**src/rtl/program_loader_pkg.sv**
```systemverilog
// Shared definitions for the boot-time program loader.
//   loader_state_e : FSM state encoding (3 bits)
//   ACK_OK/ACK_ERR : status bytes reported over the UART transmitter
package program_loader_pkg;

  typedef enum logic [2:0] {
    StHeader = 3'd0,
    StLoad   = 3'd1,
    StCheck  = 3'd2,
    StAck    = 3'd3,
    StRun    = 3'd4,
    StError  = 3'd5
  } loader_state_e;

  localparam logic [7:0] ACK_OK  = 8'hAA;
  localparam logic [7:0] ACK_ERR = 8'h55;

endpackage

```
**src/rtl/program_loader_word_assembler.sv**
```systemverilog
// Little-endian byte-to-word assembler shared by the header and payload paths.
//   clk, reset   : clock, asynchronous active-high reset
//   byte_valid_i : a byte is accepted this cycle
//   byte_i       : accepted byte
//   word_o       : assembled word including the byte accepted this cycle
//   word_done_o  : pulse when the accepted byte completes a word (lane 3)
module program_loader_word_assembler (
  input  logic        clk,
  input  logic        reset,
  input  logic        byte_valid_i,
  input  logic [7:0]  byte_i,
  output logic [31:0] word_o,
  output logic        word_done_o
);

  logic [31:0] word_q;
  logic [1:0]  idx_q;

  // Merge the incoming byte so the caller sees the complete word in the same cycle.
  always_comb begin
    word_o = word_q;
    word_o[{idx_q, 3'b000} +: 8] = byte_i;
  end

  assign word_done_o = byte_valid_i && (idx_q == 2'd3);

  always_ff @(posedge clk or posedge reset) begin
    if (reset) begin
      word_q <= '0;
      idx_q  <= '0;
    end else if (byte_valid_i) begin
      word_q <= word_o;
      idx_q  <= idx_q + 2'd1;  // wraps 3 -> 0
    end
  end

endmodule

```
**src/rtl/program_loader.sv**
```systemverilog
// Boot-time instruction loader. Receives a word count and program image as a
// byte stream, writes words into the instruction ROM, verifies an XOR checksum,
// reports ACK_OK/ACK_ERR over the UART transmitter and releases the CPU.
//   clk, reset                  : clock, asynchronous active-high reset
//   rx_data/rx_valid/rx_ready   : byte stream from the UART receiver
//   tx_data/tx_valid/tx_ready   : status byte to the UART transmitter
//   rom_wren/rom_waddr/rom_wdata: ROM write port (byte address, word aligned)
//   cpu_reset_n                 : active-low CPU reset, released after a good load
//   load_done/load_error        : high in RUN / ERROR
module program_loader
  import program_loader_pkg::*;
#(
  parameter int unsigned ROM_ADDRESS_BITWIDTH = 12
) (
  input  logic                            clk,
  input  logic                            reset,
  input  logic [7:0]                      rx_data,
  input  logic                            rx_valid,
  output logic                            rx_ready,
  output logic [7:0]                      tx_data,
  output logic                            tx_valid,
  input  logic                            tx_ready,
  output logic                            rom_wren,
  output logic [ROM_ADDRESS_BITWIDTH-1:0] rom_waddr,
  output logic [31:0]                     rom_wdata,
  output logic                            cpu_reset_n,
  output logic                            load_done,
  output logic                            load_error
);

  localparam int unsigned MaxWords = 1 << (ROM_ADDRESS_BITWIDTH - 2);

  loader_state_e                   state_q;
  logic                            rom_wren_q;
  logic [ROM_ADDRESS_BITWIDTH-1:0] rom_waddr_q;
  logic [31:0]                     rom_wdata_q;
  logic                            tx_valid_q;
  logic [7:0]                      tx_data_q;
  logic                            cpu_reset_n_q;
  logic                            load_done_q;
  logic                            load_error_q;
  logic [31:0]                     word_cnt_q;
  logic [31:0]                     word_idx_q;
  logic [7:0]                      csum_q;

  logic        accept;
  logic [31:0] asm_word;
  logic        asm_done;

  assign rx_ready = (state_q == StHeader) || (state_q == StLoad) || (state_q == StCheck);
  assign accept   = rx_valid && rx_ready;

  // The CHECK byte also passes through the assembler; its lane index is
  // irrelevant afterwards because the loader never accepts another byte.
  program_loader_word_assembler u_asm (
    .clk          (clk),
    .reset        (reset),
    .byte_valid_i (accept),
    .byte_i       (rx_data),
    .word_o       (asm_word),
    .word_done_o  (asm_done)
  );

  always_ff @(posedge clk or posedge reset) begin
    if (reset) begin
      state_q       <= StHeader;
      rom_wren_q    <= 1'b0;
      rom_waddr_q   <= '0;
      rom_wdata_q   <= '0;
      tx_valid_q    <= 1'b0;
      tx_data_q     <= '0;
      cpu_reset_n_q <= 1'b0;
      load_done_q   <= 1'b0;
      load_error_q  <= 1'b0;
      word_cnt_q    <= '0;
      word_idx_q    <= '0;
      csum_q        <= '0;
    end else begin
      rom_wren_q <= 1'b0;
      unique case (state_q)
        StHeader: begin
          if (asm_done) begin
            word_cnt_q <= asm_word;
            if (asm_word > 32'(MaxWords)) begin
              state_q      <= StError;
              load_error_q <= 1'b1;
              tx_valid_q   <= 1'b1;
              tx_data_q    <= ACK_ERR;
            end else if (asm_word == 32'd0) begin
              state_q <= StCheck;
            end else begin
              state_q <= StLoad;
            end
          end
        end
        StLoad: begin
          if (accept) csum_q <= csum_q ^ rx_data;
          if (asm_done) begin
            rom_wren_q  <= 1'b1;
            rom_wdata_q <= asm_word;
            rom_waddr_q <= {word_idx_q[ROM_ADDRESS_BITWIDTH-3:0], 2'b00};
            word_idx_q  <= word_idx_q + 32'd1;
            if (word_idx_q + 32'd1 == word_cnt_q) state_q <= StCheck;
          end
        end
        StCheck: begin
          if (accept) begin
            tx_valid_q <= 1'b1;
            if (rx_data == csum_q) begin
              state_q   <= StAck;
              tx_data_q <= ACK_OK;
            end else begin
              state_q      <= StError;
              load_error_q <= 1'b1;
              tx_data_q    <= ACK_ERR;
            end
          end
        end
        StAck: begin
          if (tx_ready) begin
            tx_valid_q    <= 1'b0;
            state_q       <= StRun;
            cpu_reset_n_q <= 1'b1;
            load_done_q   <= 1'b1;
          end
        end
        StRun: begin
          // Terminal until reset.
        end
        StError: begin
          // tx_valid is only raised on entry, so ACK_ERR goes out exactly once.
          if (tx_valid_q && tx_ready) tx_valid_q <= 1'b0;
        end
        default: state_q <= StError;
      endcase
    end
  end

  assign rom_wren    = rom_wren_q;
  assign rom_waddr   = rom_waddr_q;
  assign rom_wdata   = rom_wdata_q;
  assign tx_valid    = tx_valid_q;
  assign tx_data     = tx_data_q;
  assign cpu_reset_n = cpu_reset_n_q;
  assign load_done   = load_done_q;
  assign load_error  = load_error_q;

endmodule

```
**config.mk**
```make
export PLATFORM = sky130hd
export DESIGN_NAME = program_loader
export DESIGN_NICKNAME = d
export VERILOG_FILES = /design/src/rtl/program_loader_pkg.sv /design/src/rtl/program_loader_word_assembler.sv /design/src/rtl/program_loader.sv
export SDC_FILE = /design/constraint.sdc
export NUM_CORES = 1
export LEC_CHECK = 0
export ABC_AREA = 1
export ABC_CLOCK_PERIOD_IN_PS = 10060
export CELL_PAD_IN_SITES_DETAIL_PLACEMENT = 1
export CELL_PAD_IN_SITES_GLOBAL_PLACEMENT = 1
export CORE_ASPECT_RATIO = 0.7
export CORE_MARGIN = 1.5
export CORE_UTILIZATION = 33
export CTS_CLUSTER_DIAMETER = 80
export DETAILED_ROUTE_END_ITERATION = 8
export PLACE_DENSITY_LB_ADDON = 0.1
export SLEW_MARGIN = 20
export SYNTH_ARGS = -nofsm -noshare
export SYNTH_HDL_FRONTEND = slang
export SYNTH_HIERARCHICAL = 1
export SYNTH_SLANG_ARGS = --single-unit
```
**constraint.sdc**
```tcl
create_clock -name clk -period 10.06 [get_ports clk]
set_clock_uncertainty 0.05 [all_clocks]
set_input_delay 2.515 -clock clk [delete_from_list [all_inputs] [get_ports clk]]
set_output_delay 2.515 -clock clk [all_outputs]
set_load 0.02 [all_outputs]
```
==> results by group <==
Global routing
  • Met3 GRT Util: 0.0389
  • Initial antenna violation count: 0
  • First-pass GRT wire length: 43.7 mm
  • Grt met2 use: 0.291
  • Gr usage total: 0.208
  • Largest net degree at the start of global routing: 96
  • Global route overflow: 0
  • Vias in the first global route: 7608
  • Met1 GRT Util: 0.330
  • Gr busiest metal: met1

Floorplanning
  • Die Ht: 139 um
  • Die X: 197 um
  • Initial core utilization: 0.337
  • DIE AREA: 27300 sq um
  • # IOs: 70
  • Core ar.: 25700 sq um
  • Row cnt: 49

Worst setup path
  • Worst reg-to-reg path cell count: 13
  • CP Data Required Time: 10280 ps
  • Reg-to-reg critical path startpoint: state_q[1]
  • Critical Path Source Type: input pin
  • Arrival @ worst endpoint: 5790 ps
  • Crit Path Class: input pin to register
  • Crit Path Max Fanout: 95
  • CP startpoint: rx_valid
  • Worst setup EP type: register
  • Reg-to-reg critical path endpoint: rom_waddr[5]
  • R2r setup slk: 6250 ps
  • CP endpoint: rom_waddr[5]

Placed design
  • PortBufs: 67
  • Placer Congestion: 0.796
  • Placed insts: 1539
  • DP HPWL: 20.3 mm

Synthesis
  • Syn Inst Count: 1176
  • Main synth FF type: dfrtp_1
  • Mapped Area: 8670 sq um
  • EDFF count, synth: 0
  • Async S/R FF share, synth: 1.00
  • Sequential share of the synthesized area: 0.453
  • FF+latch count, synth: 157
  • Synth cell types: 38
  • Number of synthesis warnings: 6
  • Syn avg cell area: 7.37 sq um

Cells and area
  • N_diodes: 0
  • Nets: 1245
  • Layout cell share with drive strength beyond 1: 0.0696
  • Area Growth Syn to Fin: 17.0%
  • Layout Cells excl Fill: 1567

Timing
  • Final min period: 5580 ps
  • Final hold violations: 0
  • WHS: 418 ps
  • Final setup fails: 0
  • Slew at the pin with the worst max-slew slack: 872 ps
  • Max Clk Rate: 179 MHz
  • Period Utilization, post-route: 0.554
  • Final Slew Violations: 0
  • Setup tns final: 0 ps
  • RSZ-0062 raised after global routing: false
  • Relative slew slack: 0.418

CTS
  • Post-CTS Setup Bufs: 0
  • Hold_buf cts: 0
  • Clk_lat worst skew: 430 ps
  • CTS tree: yes
  • Clk pin slew, worst setup/hold paths: 60 ps
  • Sink Count: 157
  • Post-cts resize count: 0
  • Clock Root Buffer: clkbuf_16
  • Worst-case clock buffer depth: 2
  • CTS Buf Count: 17
  • H-tree depth: 4

Pwr
  • Pleak: 4.90 nW
  • Combinational Power Share: 0.053
  • Peak supply drop: 0.119 mV
  • Power per Cell Area: 134 nW/um^2
  • PnR Total Power: 1.36 mW
  • Switching share of power: 0.241
  • Part of the power in the clock network: 0.476
  • Internal power: 1.03 mW
  • Reg power frac: 0.471
  • Switching power: 0.327 mW

Worst hold path
  • Worst hold path type: register to register

Drt
  • Vias per cell: 4.81
  • Wire per inst: 17.2 um
  • Pre-Repair DR Iteration Count: 5
  • WL final: 27.0 mm
  • Starting DRC count in detailed routing: 461
  • Drc violations: 0
  • Vias: 7544
  • Antenna-violating nets left: 0

Status
  • Status: finished clean

Run
  • Max Cap Viol: 0
## kinds of logic after synthesis
family | count (synthesis) | synth area share
xor gates and xnor gates | 18 | 0.0230
DFF | 157 | 0.453
AOI/OAI and AO/OA | 134 | 0.0811
and+or+nand+nor | 672 | 0.335
muxes | 8 | 0.0104
buffers and inverters | 180 | 0.0885
other | 1 | 0.000433
adders and majority gates | 6 | 0.00866
## power groups by stage
stage,combinational [mW],clock [mW],sequential [mW]
6_report,0.0726,0.647,0.640
3_5_place_dp,0.0738,0,0.652
5_1_grt,0.0822,0.691,0.640
3_3_place_gp,0.0729,0,0.652
2_1_floorplan,0.0464,0,0.651
4_1_cts,0.0742,0.662,0.640
## worst min path at each step
| stage | start | end | slack (ps) | depth (start not counted) |
|---|---|---|---|---|
| after global routing | load_error | load_error | 450 | 1 |
| after detailed placement | load_error | load_error | 410 | 1 |
| after floorplan | u_asm/word_q[8] | u_asm/word_q[8] | 400 | 2 |
| after CTS | rom_waddr[3] | rom_waddr[3] | 430 | 2 |
| after global placement | load_error | load_error | 410 | 1 |
| final | rom_waddr[3] | rom_waddr[3] | 420 | 2 |
## area by class of cell
| class | instances | area (sq um) |
|---|---|---|
| flip-flops and latches | 157 | 3930 |
| multi-input cells | 840 | 3990 |
| clock inverters | 7 | 91.3 |
| repair buffers | 72 | 708 |
| inverters | 139 | 536 |
| fillers | 3193 | 15600 |
| well taps | 331 | 414 |
| clock buffers | 21 | 470 |
## sequential cells by signal, indices dropped and copies added (netlist names)
signal / count
rom_wdata: 32
u_asm/word_q: 32
word_cnt_q: 32
load_error: 1
tx_valid: 1
csum_q: 8
tx_data: 2
word_idx_q: 32
rom_waddr: 10
u_asm/idx_q: 2
rom_wren: 1
state_q: 3
load_done: 1
## critical path, cell delays in order
cell and delay, ps:
clkdlybuf4s50_1 470, inv_1 60, nor2_2 100, buf_4 380, nand2_1 90, inv_1 340
inv_1 130, nor2_2 140, buf_4 360, clkinv_2 360, buf_4 490, nand2_1 150
o21ai_0 110
## stage by stage
step	setup WS, ps	instance area [sq um]	utilization
global placement	4220	9570	0.372
detailed placement	4050	9570	0.372
global route	4150	10100	0.394
finish	4480	10100	0.394
floorplan	4220	8670	-
CTS	4500	10100	0.393
## per-layer routing
layer	vias up	part of all wire
li1	3800	-
met1	3626	0.56
met2	100	0.40
met3	18	0.029
met4	0	0.0092
met5	-	0
## cells in the final DEF, fill, tap and decap left out, drive strengths merged
cell / instances
nand2: 445
dfrtp: 157
inv: 137
o21ai: 117
nor2: 102
nand3: 88
clkdlybuf4s50: 67
clkbuf: 21
nand4: 14
nand3b: 13
xor2: 12
mux2: 8
ha: 6
clkinv: 6
buf: 5
o2bb2ai: 5
nor4: 4
o22ai: 4
xnor3: 3
xnor2: 3
nor3: 3
a21oi: 3
a31oi: 3
and2: 2
conb: 2
bufinv: 2
o31ai: 1
or2: 1
a21o: 1
clkinvlp: 1
## cells in the mapped netlist (2+ instances only)
cell type	count	share of area
dfrtp_1	157	0.45
xor2_1	12	0.012
nand3b_1	13	0.011
inv_1	132	0.057
nand4_1	14	0.010
nor2_1	86	0.037
buf_4	11	0.0095
nor3_1	3	0.0017
o22ai_1	4	0.0029
nor4_1	4	0.0029
nor2_2	5	0.0036
buf_6	5	0.0065
nand2_1	430	0.19
inv_2	5	0.0022
xnor2_1	3	0.0030
nor2_4	10	0.013
a21oi_1	3	0.0017
nand3_2	3	0.0035
a31oi_1	3	0.0022
buf_2	4	0.0023
clkbuf_1	21	0.0091
o21ai_1	5	0.0029
nand3_1	85	0.049
nand2_2	14	0.010
mux2_2	8	0.010
xnor3_1	3	0.0078
ha_1	6	0.0087
o21ai_0	112	0.065
o2bb2ai_1	5	0.0051
and2_1	2	0.0014
No activity file was read; power rests on OpenSTA's default activity.
